--- src/rtl/hazard_forward_ctrl.sv ---
// hazard_forward_ctrl
//   Decode-stage hazard and forwarding controller. It tracks the destination
//   of the instructions in EX and MEM, and uses them to choose forwarding
//   paths, to insert load-use bubbles, and to flush IF/ID on taken branches.
//   After an HLT has issued, a drain FSM lets EX, MEM and WB empty. Then
//   Halted is asserted and held until reset.
//
// Ports
//   clk, rst                 rising-edge clock, asynchronous active-low reset
//   ID_Valid                 instruction in ID is real (not a bubble)
//   SrcReg1/2, Src1/2_Used   ID source registers and their read enables
//   DstReg, RF_WrDec         ID destination register and its write enable
//   LoadDec, HltDec          ID instruction is a load / HLT
//   BranchTaken              branch in ID resolved taken
//   MemStall                 memory busy: freeze the whole pipeline
//   PC_WriteEnable           PC update enable
//   IFID_WriteEnable         IF/ID register enable
//   IFID_Flush               squash IF/ID contents
//   IDEX_WriteEnable         ID/EX register enable
//   IDEX_Noop                ID/EX bubble insert
//   XX_Reg1/2, MX_Reg1/2     EX->EX and MEM->EX forward selects
//   LoadUseStall             load-use bubble this cycle
//   Halted                   pipeline drained after HLT
//   StallCount               saturating count of load-use stall cycles
module hazard_forward_ctrl #(
  parameter int DRAIN_CYCLES = 3,
  parameter int CNT_W        = 16
) (
  input  logic             clk,
  input  logic             rst,
  input  logic             ID_Valid,
  input  logic [3:0]       SrcReg1,
  input  logic [3:0]       SrcReg2,
  input  logic             Src1_Used,
  input  logic             Src2_Used,
  input  logic [3:0]       DstReg,
  input  logic             RF_WrDec,
  input  logic             LoadDec,
  input  logic             HltDec,
  input  logic             BranchTaken,
  input  logic             MemStall,
  output logic             PC_WriteEnable,
  output logic             IFID_WriteEnable,
  output logic             IFID_Flush,
  output logic             IDEX_WriteEnable,
  output logic             IDEX_Noop,
  output logic             XX_Reg1,
  output logic             XX_Reg2,
  output logic             MX_Reg1,
  output logic             MX_Reg2,
  output logic             LoadUseStall,
  output logic             Halted,
  output logic [CNT_W-1:0] StallCount
);

  localparam int DCNT_W = (DRAIN_CYCLES < 2) ? 1 : $clog2(DRAIN_CYCLES + 1);

  typedef enum logic [1:0] {RUN, DRAIN, HALTED} state_t;

  state_t            state;
  logic [DCNT_W-1:0] drainCnt;
  logic              haltedQ;
  logic [CNT_W-1:0]  stallCnt;

  // EX slot (p1) and MEM slot (p2) of the in-flight scoreboard
  logic [3:0] dst_p1;
  logic       wr_p1;
  logic       load_p1;
  logic       vld_p1;
  logic [3:0] dst_p2;
  logic       wr_p2;
  logic       vld_p2;

  logic exHit1, exHit2, memHit1, memHit2;
  logic loadUse, issue;
  logic xx1, xx2, mx1, mx2;
  logic noop;

  function automatic logic slotMatch(input logic [3:0] src, input logic [3:0] dst,
                                     input logic wr, input logic vld);
    return vld & wr & (dst == src) & (src != 4'd0);
  endfunction

  function automatic logic [CNT_W-1:0] satInc(input logic [CNT_W-1:0] c);
    return (&c) ? c : c + CNT_W'(1);
  endfunction

  // ID stage: hazard detection and forward selection
  assign exHit1  = Src1_Used & slotMatch(SrcReg1, dst_p1, wr_p1, vld_p1);
  assign exHit2  = Src2_Used & slotMatch(SrcReg2, dst_p1, wr_p1, vld_p1);
  assign memHit1 = Src1_Used & slotMatch(SrcReg1, dst_p2, wr_p2, vld_p2);
  assign memHit2 = Src2_Used & slotMatch(SrcReg2, dst_p2, wr_p2, vld_p2);

  assign loadUse = (state == RUN) & ID_Valid & load_p1 & (exHit1 | exHit2);
  assign issue   = (state == RUN) & ID_Valid & ~loadUse;

  // A load in EX cannot forward from EX, so that case is left to the stall
  assign xx1 = exHit1 & ~load_p1;
  assign xx2 = exHit2 & ~load_p1;
  assign mx1 = memHit1 & ~xx1;
  assign mx2 = memHit2 & ~xx2;

  always_comb begin
    PC_WriteEnable   = 1'b1;
    IFID_WriteEnable = 1'b1;
    IDEX_WriteEnable = 1'b1;
    noop             = ~ID_Valid;
    // an accepted HLT wins over a simultaneous taken branch; drain stops fetch
    IFID_Flush       = ID_Valid & BranchTaken & ~HltDec;
    if (!rst) begin
      PC_WriteEnable   = 1'b0;
      IFID_WriteEnable = 1'b0;
      noop             = 1'b1;
      IFID_Flush       = 1'b0;
    end else if (MemStall) begin
      PC_WriteEnable   = 1'b0;
      IFID_WriteEnable = 1'b0;
      IDEX_WriteEnable = 1'b0;
      noop             = 1'b0;
      IFID_Flush       = 1'b0;
    end else if (state == HALTED) begin
      PC_WriteEnable   = 1'b0;
      IFID_WriteEnable = 1'b0;
      IDEX_WriteEnable = 1'b0;
      noop             = 1'b1;
      IFID_Flush       = 1'b0;
    end else if (state == DRAIN || loadUse) begin
      PC_WriteEnable   = 1'b0;
      IFID_WriteEnable = 1'b0;
      noop             = 1'b1;
      IFID_Flush       = 1'b0;
    end
  end

  assign IDEX_Noop    = noop;
  assign XX_Reg1      = rst & ~noop & xx1;
  assign XX_Reg2      = rst & ~noop & xx2;
  assign MX_Reg1      = rst & ~noop & mx1;
  assign MX_Reg2      = rst & ~noop & mx2;
  assign LoadUseStall = rst & loadUse;
  assign Halted       = haltedQ;
  assign StallCount   = stallCnt;

  // EX/MEM boundary: scoreboard control, drain FSM, stall counter
  always_ff @(posedge clk or negedge rst) begin
    if (!rst) begin
      vld_p1   <= 1'b0;
      vld_p2   <= 1'b0;
      state    <= RUN;
      drainCnt <= DCNT_W'(DRAIN_CYCLES);
      haltedQ  <= 1'b0;
      stallCnt <= '0;
    end else if (!MemStall) begin
      vld_p2 <= vld_p1;
      vld_p1 <= issue;
      if (loadUse) stallCnt <= satInc(stallCnt);
      case (state)
        RUN: begin
          if (issue && HltDec) begin
            // the acceptance edge is the first of the drain cycles
            drainCnt <= DCNT_W'(DRAIN_CYCLES - 1);
            if (DRAIN_CYCLES <= 1) begin
              state   <= HALTED;
              haltedQ <= 1'b1;
            end else begin
              state <= DRAIN;
            end
          end
        end
        DRAIN: begin
          drainCnt <= drainCnt - DCNT_W'(1);
          if (drainCnt <= DCNT_W'(1)) begin
            state   <= HALTED;
            haltedQ <= 1'b1;
          end
        end
        default: begin
          state   <= HALTED;
          haltedQ <= 1'b1;
        end
      endcase
    end
  end

  // EX/MEM boundary: scoreboard payload (qualified by vld_p1/vld_p2)
  always_ff @(posedge clk) begin
    if (!MemStall) begin
      dst_p2 <= dst_p1;
      wr_p2  <= wr_p1;
      if (issue) begin
        dst_p1  <= DstReg;
        wr_p1   <= RF_WrDec;
        load_p1 <= LoadDec;
      end
    end
  end

endmodule

--- config.mk ---
export PLATFORM = sky130hd
export DESIGN_NAME = hazard_forward_ctrl
export DESIGN_NICKNAME = d
export VERILOG_FILES = /design/src/rtl/hazard_forward_ctrl.sv
export SDC_FILE = /design/constraint.sdc
export NUM_CORES = 1
export LEC_CHECK = 0
export BUFFER_PORTS_ARGS = -buffer_cell sky130_fd_sc_hd__buf_4
export CAP_MARGIN = 10
export CORE_MARGIN = 3
export CORE_UTILIZATION = 30
export DETAILED_ROUTE_END_ITERATION = 8
export HOLD_SLACK_MARGIN = 0.1
export SLEW_MARGIN = 25
export SYNTH_ARGS = -nofsm -noshare
export SYNTH_HDL_FRONTEND = slang
export SYNTH_SLANG_ARGS = --single-unit
--- constraint.sdc ---
create_clock -name clk -period 3.12 [get_ports clk]
set_input_delay 0.78 -clock clk [delete_from_list [all_inputs] [get_ports clk]]
set_output_delay 0.78 -clock clk [all_outputs]
set_load 0.01 [all_outputs]
Word level (Yosys, flattened, before mapping). Cells that the tools add are included.

Register bits after elaboration: 34. Output and inout port bits: 27.

Multiplexer cells: 22. Bitwise gates (word level): 41. Add/subtract/negate cells: 2. Equality and inequality tests: 8. Reduce and logical (&&, ||, !) cells: 12. Magnitude comparators: 1.

Operators by type and width (count): 1-bit AND (30); 16-bit by 1-bit adder with 16-bit output, second input constant (1); 4-bit equality test (4); 1-bit 2-to-1 mux (16); 16-bit AND reduction (1); 3-bit AND reduction (4); 1-bit inverter (10); 2-bit case mux with 2 select lines (2); 4-bit nonzero test (2); 2-bit 2-to-1 mux (3); 2-bit by 1-bit inequality test with 1-bit output, second input constant (2); 2-bit by 1-bit equality test with 1-bit output, second input constant (1); 2-bit equality test, second input constant (1); 2-bit by 1-bit <= comparator with 1-bit output, second input constant (1); 2-bit logical NOT (1); 1-bit case mux with 2 select lines (1); 2-bit AND reduction (1); 2-bit nonzero test (1); 2-bit by 1-bit subtractor with 2-bit output, second input constant (1); 1-bit logical AND (1); 1-bit logical OR (1); 1-bit bitwise OR (1).

Longest topological paths before layout. Gate-level depths: netlist (run 1).

Word-level depth: 14. Gate-level depth with buffers: 7. Depth with buffers taken out: 6.

Least setup slack after synthesis (run 1). Ideal clock, no wire load.

Path kind: in2out. From: in SrcReg2[0]. To: out MX_Reg1. Path slack: 7 ps. Arrival time: 2333 ps. Buffers on the path: 0. Cell stages on the path: 5. Cell sequence: or4_4 > nand4_2 > o32ai_4 > or3_1 > nor4_1.

Longest elaborated chain between the ends: 14. Elaborated cells on any way between the ends: 15. Classes of those cells: 1 x eq/ne; 4 x mux; 8 x bitwise; 2 x reduce/logical.

RTL lines: from (decl) (RTL line 33) `input logic [3:0] SrcReg2,`; 4-bit equality test (RTL line 81) `return vld & wr & (dst == src) & (src != 4'd0);`; 1-bit AND (RTL line 81); 1-bit AND (*) (RTL line 81); 1-bit AND (*) (RTL line 90) `assign exHit2 = Src2_Used & slotMatch(SrcReg2, dst_p1, wr_p1, vld_p1);`; 1-bit bitwise OR (*) (RTL line 94) `assign loadUse = (state == RUN) & ID_Valid & load_p1 & (exHit1 | exHit2);`; 1-bit AND (*) (RTL line 94); 1-bit logical OR (*) (RTL line 127) `end else if (state == DRAIN || loadUse) begin`; 1-bit 2-to-1 mux (*) (RTL line 127); 1-bit 2-to-1 mux (*) (RTL line 121) `end else if (state == HALTED) begin`; 1-bit 2-to-1 mux (*) (RTL line 115) `end else if (MemStall) begin`; 1-bit 2-to-1 mux (*) (RTL line 110) `if (!rst) begin`; 1-bit inverter (*) (RTL line 138) `assign MX_Reg1 = rst & ~noop & mx1;`; 1-bit AND (*) (2 in series) (RTL line 138); to (decl) (RTL line 49) `output logic MX_Reg1,`.

Mark *: on every way between the ends. The rest lies on a longest branch, timed or not.

Worst setup path after layout (run 1).
From: in SrcReg1[0]. To: out MX_Reg1.

Longest elaborated chain between the ends: 14. Elaborated cells on any way between the ends: 22. Classes of those cells: 2 x eq/ne; 4 x mux; 14 x bitwise; 2 x reduce/logical.

RTL lines: from (decl) (RTL line 32) `input logic [3:0] SrcReg1,`; 4-bit equality test (RTL line 81); 1-bit AND (2 in series) (RTL line 81); 1-bit AND (RTL line 89) `assign exHit1 = Src1_Used & slotMatch(SrcReg1, dst_p1, wr_p1, vld_p1);`; 1-bit bitwise OR (RTL line 94); 1-bit AND (RTL line 94); 1-bit logical OR (RTL line 127); 1-bit 2-to-1 mux (RTL line 127); 1-bit 2-to-1 mux (RTL line 121); 1-bit 2-to-1 mux (RTL line 115); 1-bit 2-to-1 mux (RTL line 110); 1-bit inverter (RTL line 138); 1-bit AND (RTL line 138); 1-bit AND (*) (RTL line 138).

Marks and branches as above.

==> key figures, run 1 <==
Outcome
  – Status: finished with violations
  – Failing checks: setup timing

Clock network
  – Clock Path Buffers: 2
  – Reg clk slew, reported paths: 70 ps
  – Root buffer cell: clkbuf_8
  – TritonCTS clock tree: yes
  – Num CTS Buffers: 5
  – H-tree Lvls: 2
  – Clock insertion delay at the later pin of the skew report: 280 ps
  – CTS sink count: 34

Routing
  – WL final: 4380 µm
  – Vias per inst: 4.87
  – 1st-iter DRT viols: 46
  – # DRC: 0
  – Via count: 1,528
  – DRT Pass-1 Iters: 4
  – Routed WL per cell: 14.0 µm
  – Remaining antenna violation count: 0

Yosys
  – Post-synth EDFFs: 11
  – Area share of the largest cell type after synthesis: 28.0%
  – Largest family of logic cells by synthesized area: simple AND/OR/NAND/NOR gates
  – Prevailing post-synth register cell: dfrtp_1
  – Simple-gate share of the synthesized area: 24.2%
  – Cells after Synth: 173
  – Yosys cell types: 39
  – Sequential share of the synthesized area: 48.5%
  – Multiplexer share of the synthesized area: 1.20%
  – Synthesis Warnings: 0
  – Xor/xnor share of the synthesized area: 15.4%
  – Cell with the most instances after synthesis: xnor2_1
  – Synth area leaders: dfrtp_1 28%, edfxtp_1 18%, xnor2_1 15%, nand3_1 3.5%, nand4_1 3.0%
  – Flops & latches, synth: 34
  – Post-Synth Adder-Cell Area: 1.34%
  – Post-Syn Area: 1870 µm²
  – Post-synth top area cell: dfrtp_1
  – Synth Area per Inst: 10.8 µm²
  – Compound-gate portion of the synthesized area: 7.21%
  – Synth async-reset ratio: 67.6%
  – Post-synth top cells: 32 x xnor2_1, 21 x dfrtp_1, 14 x nand2_1, 13 x nand3_1, 11 x edfxtp_1
  – Mapped Nets: 197

Timing
  – Final min period: 3120 ps
  – Fin crit share: 100%
  – Final setup viols: 1
  – Final Hold Vio Count: 0
  – Final setup margin: -3.46 ps
  – Max Fclk: 320 MHz
  – Post-Route Setup TNS: -3.46 ps
  – Worst Skew: 4.04 ps
  – Worst Tran Pin Value: 395 ps
  – Slew Viols, Final: 0
  – Slew HR: 73.7%
  – RSZ-0062 raised after global routing: yes

Critical path
  – CP Depth: 7
  – Max incr delay on CP: 560 ps
  – Setup crit start kind: primary input
  – Critical setup path kind: in -> out
  – R2R depth: 7
  – Req. time, crit path: 2340 ps
  – Endpoint class of the critical path: output port
  – Worst setup startpoint: SrcReg1[0]
  – Top delay family on crit path: simple AND/OR/NAND/NOR gates
  – FF-to-FF Start: state[1]
  – CP arrival: 2340 ps
  – Reg-to-Reg End: StallCount[1]
  – CP max FO: 2
  – CP max-delay cell: or4_4
  – Worst setup path endpoint: MX_Reg1
  – Crit path buf inv count: 2
  – Cell Chain, Critical Path: buf_6 -> or4_4 -> nand4_4 -> o32ai_4 -> or3_4 -> nor4_4 -> buf_4
  – R2r setup slk: 910 ps

Hold path
  – Worst hold path type: reg -> reg
  – Hold_sp: Halted

Floorplanning
  – Die area: 7230 µm²
  – Core ar.: 5990 µm²
  – Rows: 28
  – Die Y: 85.0 µm
  – I/O Pins: 49
  – Chip width: 85.0 µm
  – Initial Util: 31.3%

Global routing
  – Number of global-route vias before repair: 1,601
  – Overflow after GRT: 0
  – Largest net degree at the start of global routing: 26
  – First-pass GRT wire length: 7580 µm
  – Tot GR Track Use: 13.1%
  – Initial antenna violation count: 0

Place
  – Post-DP HPWL: 3290 µm
  – Final Wtd Congestion: 0.764
  – I/O Buffers: 48
  – Placed cell areas: 2400 µm²
  – Pre-CTS WS: -101 ps

Power
  – Worst vdd ir: 198 µV
  – Leakage Power: 1.07 nW
  – Pwr Total: 1.05 mW
  – PD cells: 405 nW/µm²

Cells and area
  – Synthesis-to-finish area growth: 38.9%
  – Final instance area: 2600 µm²
  – Fill count: 581
  – Final net count: 262
  – Diode count: 0
  – FF/Latch Area: 908 µm²
  – Area of the multi-input gates: 1010 µm²
  – Layout cells sized above 1: 36.8%

Run
  – Maxcap violations: 0
-- power breakdown --
group,switching (mW),total (mW),internal [mW],leakage [nW]
registers,0.0425,0.549,0.506,0.407
clock network,0.149,0.297,0.149,0.0407
logic,0.0986,0.207,0.109,0.620
-- layout by cell type (no fill, tap or decap), types with 2 or more instances in the layout --
| cell type | instances |
|---|---|
| clkinv_1 | 3 |
| and4_1 | 3 |
| a31oi_1 | 2 |
| mux2_2 | 2 |
| nand4_4 | 2 |
| buf_6 | 7 |
| dfrtp_1 | 21 |
| a21oi_1 | 3 |
| nand2b_1 | 3 |
| or3_1 | 2 |
| nor3_1 | 4 |
| buf_4 | 56 |
| inv_1 | 2 |
| or4_4 | 2 |
| nor2_1 | 7 |
| dfstp_2 | 2 |
| o21ai_0 | 5 |
| and3_1 | 8 |
| clkbuf_8 | 5 |
| nand4_1 | 9 |
| xnor2_1 | 31 |
| nand2_1 | 14 |
| nand3_1 | 13 |
| or3_4 | 4 |
| ha_1 | 2 |
| nor4_4 | 2 |
| edfxtp_1 | 11 |
-- final cells by class --
| type | instances | area share, % |
|---|---|---|
| Inverter | 2 | 0.288 |
| Clock inverter | 3 | 0.432 |
| Sequential cell | 34 | 34.9 |
| Tap cell | 75 | 3.60 |
| Clock buffer | 5 | 2.64 |
| Multi-Input combinational cell | 132 | 39.0 |
| Timing Repair Buffer | 63 | 19.2 |
-- flip-flops by register name, indices dropped and copies added, names as in the netlist --
register,cells
vld_p2,1
dst_p2,4
drainCnt,2
vld_p1,1
state,2
StallCount,16
load_p1,1
dst_p1,4
wr_p2,1
Halted,1
wr_p1,1
-- how the worst min path moves through the flow --
stage,to,cells past startpoint
2_1_floorplan,Halted,0
3_3_place_gp,Halted,1
3_5_place_dp,Halted,1
4_1_cts,Halted,1
5_1_grt,Halted,1
6_report,Halted,1
-- timing repair --
action                     in CTS  in global routing
resized for setup               9                 11
hold buffers                    0                  0
pin swaps                       1                 13
setup endpoints to repair       2                  7
buffers inserted                1                  1
-- stage by stage --
stage / util [%] / hold slack, ps / std cells
global placement: 40.1 / 469 / 305
CTS: 42.4 / 490 / 314
global route: 43.5 / 506 / 314
detailed placement: 40.1 / 469 / 305
finish: 43.5 / 489 / 314
floorplan: - / 480 / 173
-- per-layer routing --
| layer | wire length [µm] | vias up | global-route usage (%) |
|---|---|---|---|
| li1 | - | 758 | - |
| met1 | 1980 | 717 | 16.9 |
| met2 | 2040 | 45 | 20.4 |
| met3 | 289 | 8 | 3.88 |
| met4 | 70 | 0 | 5.76 |
| met5 | 0 | - | 0 |
-- cell families (layout without fill, tap and decap cells) --
logic type | count (synthesis) | in the layout
AOI/OAI and AO/OA | 18 | 18
xor gates and xnor gates | 33 | 33
adders and majority gates | 2 | 2
buffers and inverters | 7 | 73
DFF | 34 | 34
muxes | 2 | 2
and+or+nand+nor | 77 | 77
Power figures use the tool's default switching activity.
==> inputs of run 2 (changes only) <==
--- a/config.mk
+++ b/config.mk
@@ -11,6 +11,7 @@
 export CORE_UTILIZATION = 30
 export DETAILED_ROUTE_END_ITERATION = 8
 export HOLD_SLACK_MARGIN = 0.1
+export SKIP_LAST_GASP = 1
 export SLEW_MARGIN = 25
 export SYNTH_ARGS = -nofsm -noshare
 export SYNTH_HDL_FRONTEND = slang
==> run 2 against run 1 <==
The flow still finishes with violations (setup timing). Sequential power hardly changed. Worst hold slack hardly changed. Clock-buffer cell count stayed put. Worst setup slack worse by 1.8 ps. Critical endpoint unchanged. Largest power group unchanged.
==> key figures, run 2 (same netlist as run 1, synthesis figures left out) <==
Floorplanning
  – Rows: 28 (unchanged)
  – Die area: 7230 µm² (unchanged)
  – Core ar.: 5990 µm² (unchanged)
  – I/O Pins: 49 (unchanged)
  – Initial Util: 31.3% (unchanged)
  – Die Y: 85.0 µm (unchanged)
  – Chip width: 85.0 µm (unchanged)

Clock network
  – Num CTS Buffers: 5 (unchanged)
  – CTS sink count: 34 (unchanged)
  – Reg clk slew, reported paths: 70 ps (about the same)
  – Clock insertion delay at the later pin of the skew report: 280 ps (about the same)
  – Root buffer cell: clkbuf_8
  – TritonCTS clock tree: yes
  – # hold bufs at CTS: 0 (unchanged)
  – H-tree Lvls: 2 (unchanged)
  – Clock Path Buffers: 2 (unchanged)

Timing
  – Slew HR: 73.7% (unchanged)
  – Worst Tran Pin Value: 395 ps (unchanged)
  – Max Fclk: 320 MHz (about the same)
  – Fin crit share: 100% (about the same)
  – Slew Viols, Final: 0 (unchanged)
  – Final setup margin: -5.25 ps (-1.79 ps)
  – RSZ-0062 raised after global routing: yes
  – Final setup viols: 1 (unchanged)
  – Final min period: 3130 ps (+1.79 ps)
  – Hold_ws: 489 ps (-0.0770 ps)
  – Final Hold Vio Count: 0 (unchanged)
  – Worst Skew: 3.78 ps (-0.260 ps)

Global routing
  – Largest net degree at the start of global routing: 26 (unchanged)
  – Tot GR Track Use: 13.0% (-0.081 points)
  – Number of global-route vias before repair: 1,577 (-1.5%)
  – Overflow after GRT: 0 (unchanged)
  – First-pass GRT wire length: 7530 µm (-0.74%)
  – Initial antenna violation count: 0 (unchanged)

Cells and area
  – Final net count: 263 (+0.38%)
  – Fill count: 583 (+0.34%)
  – Synthesis-to-finish area growth: 38.7%
  – Max FFs per register: 16 (unchanged)
  – Layout cells sized above 1: 36.7% (-0.15 points)
  – Diode count: 0 (unchanged)
  – Commonest cells after routing, fill and taps aside: 58 x buf_4, 32 x xnor2_1, 21 x dfrtp_1
  – Most common cell after layout, fill and taps aside: buf_4
  – Final instance area: 2600 µm² (-0.14%)

Critical path
  – Req. time, crit path: 2340 ps (about the same)
  – R2r setup slk: 910 ps (about the same)
  – CP arrival: 2350 ps (about the same)
  – FF-to-FF Start: state[0]
  – R2R depth: 7 (unchanged)
  – Endpoint class of the critical path: output port
  – Critical setup path kind: in -> out
  – CP max FO: 2 (unchanged)
  – Setup crit start kind: primary input
  – Reg-to-Reg End: StallCount[1]

Power
  – Pwr Total: 1.05 mW (about the same)
  – Leakage Power: 1.07 nW (-0.15%)
  – PD cells: 405 nW/µm² (about the same)
  – Worst vdd ir: 198 µV (about the same)

Outcome
  – Failing checks: setup timing
  – Status: finished with violations

Hold path
  – Worst hold path type: reg -> reg
  – Hold_sp: Halted
  – Worst Hold Path Cells: 1 (unchanged)
  – Hold EP: Halted

Place
  – Final Wtd Congestion: 0.764 (unchanged)
  – Pre-CTS WS: -101 ps (unchanged)
  – Post-DP HPWL: 3290 µm (unchanged)
  – I/O Buffers: 48 (unchanged)
  – Placed cell areas: 2400 µm² (unchanged)

Run
  – Maxcap violations: 0 (unchanged)

Routing
  – Remaining antenna violation count: 0 (unchanged)
  – DRT Pass-1 Iters: 4 (unchanged)
  – Via count: 1,518 (-0.65%)
  – Vias per inst: 4.82 (-0.97%)
  – 1st-iter DRT viols: 49 (+6.5%)
  – Routed WL per cell: 13.8 µm (-0.80%)
  – WL final: 4360 µm (-0.48%)
  – # DRC: 0 (unchanged)
## run 2: worst max path at each step
stage	endpoint	start
final	MX_Reg1	SrcReg1[0]
after global routing	MX_Reg1	SrcReg1[0]
after CTS	MX_Reg2	SrcReg2[0]
after detailed placement	MX_Reg1	SrcReg1[0]
after global placement	MX_Reg2	SrcReg2[0]
after floorplan	MX_Reg1	SrcReg2[0]
## run 2: layer usage
layer	GRT usage, %	wire length (µm)
met3	3.79	282
met5	0	0
met1	16.9	2010
met4	5.47	70
met2	20.3	2000
## run 2: power breakdown
part / internal [mW] / total, mW / switching [mW]
Sequential: 0.506 / 0.548 / 0.0424
Clock: 0.149 / 0.297 / 0.148
Combinational: 0.109 / 0.207 / 0.0980
Total: 0.764 / 1.05 / 0.289
## run 2: final cells by class
type | instances | area, µm² | area share, %
clock inverter | 3 | 11.3 | 0.433
timing repair buffer | 64 | 503 | 19.3
inverter | 2 | 7.51 | 0.289
multi-input combinational | 132 | 1010 | 38.7
tap | 75 | 93.8 | 3.61
clock buffer | 5 | 68.8 | 2.65
sequential | 34 | 908 | 34.9
## run 2: worst max-delay path, stage by stage
cell and delay, ps:
buf_6 90, or4_4 560, nand4_4 110, o32ai_4 90
or3_4 410, nor4_4 140, buf_4 160
## run 2: through the flow
stage,utilization (%),std cells,TNS (ps)
floorplan,-,173,0
global placement,40.1,305,-160
detailed placement,40.1,305,-200
CTS,42.3,314,-153
global route,43.4,315,-147
finish,43.4,315,-5.25
## run 2: timing repair
item,4_1_cts,5_1_grt
buffers inserted,1,1
setup endpoints to repair,2,7
pin swaps,1,9
resized for setup,8,10
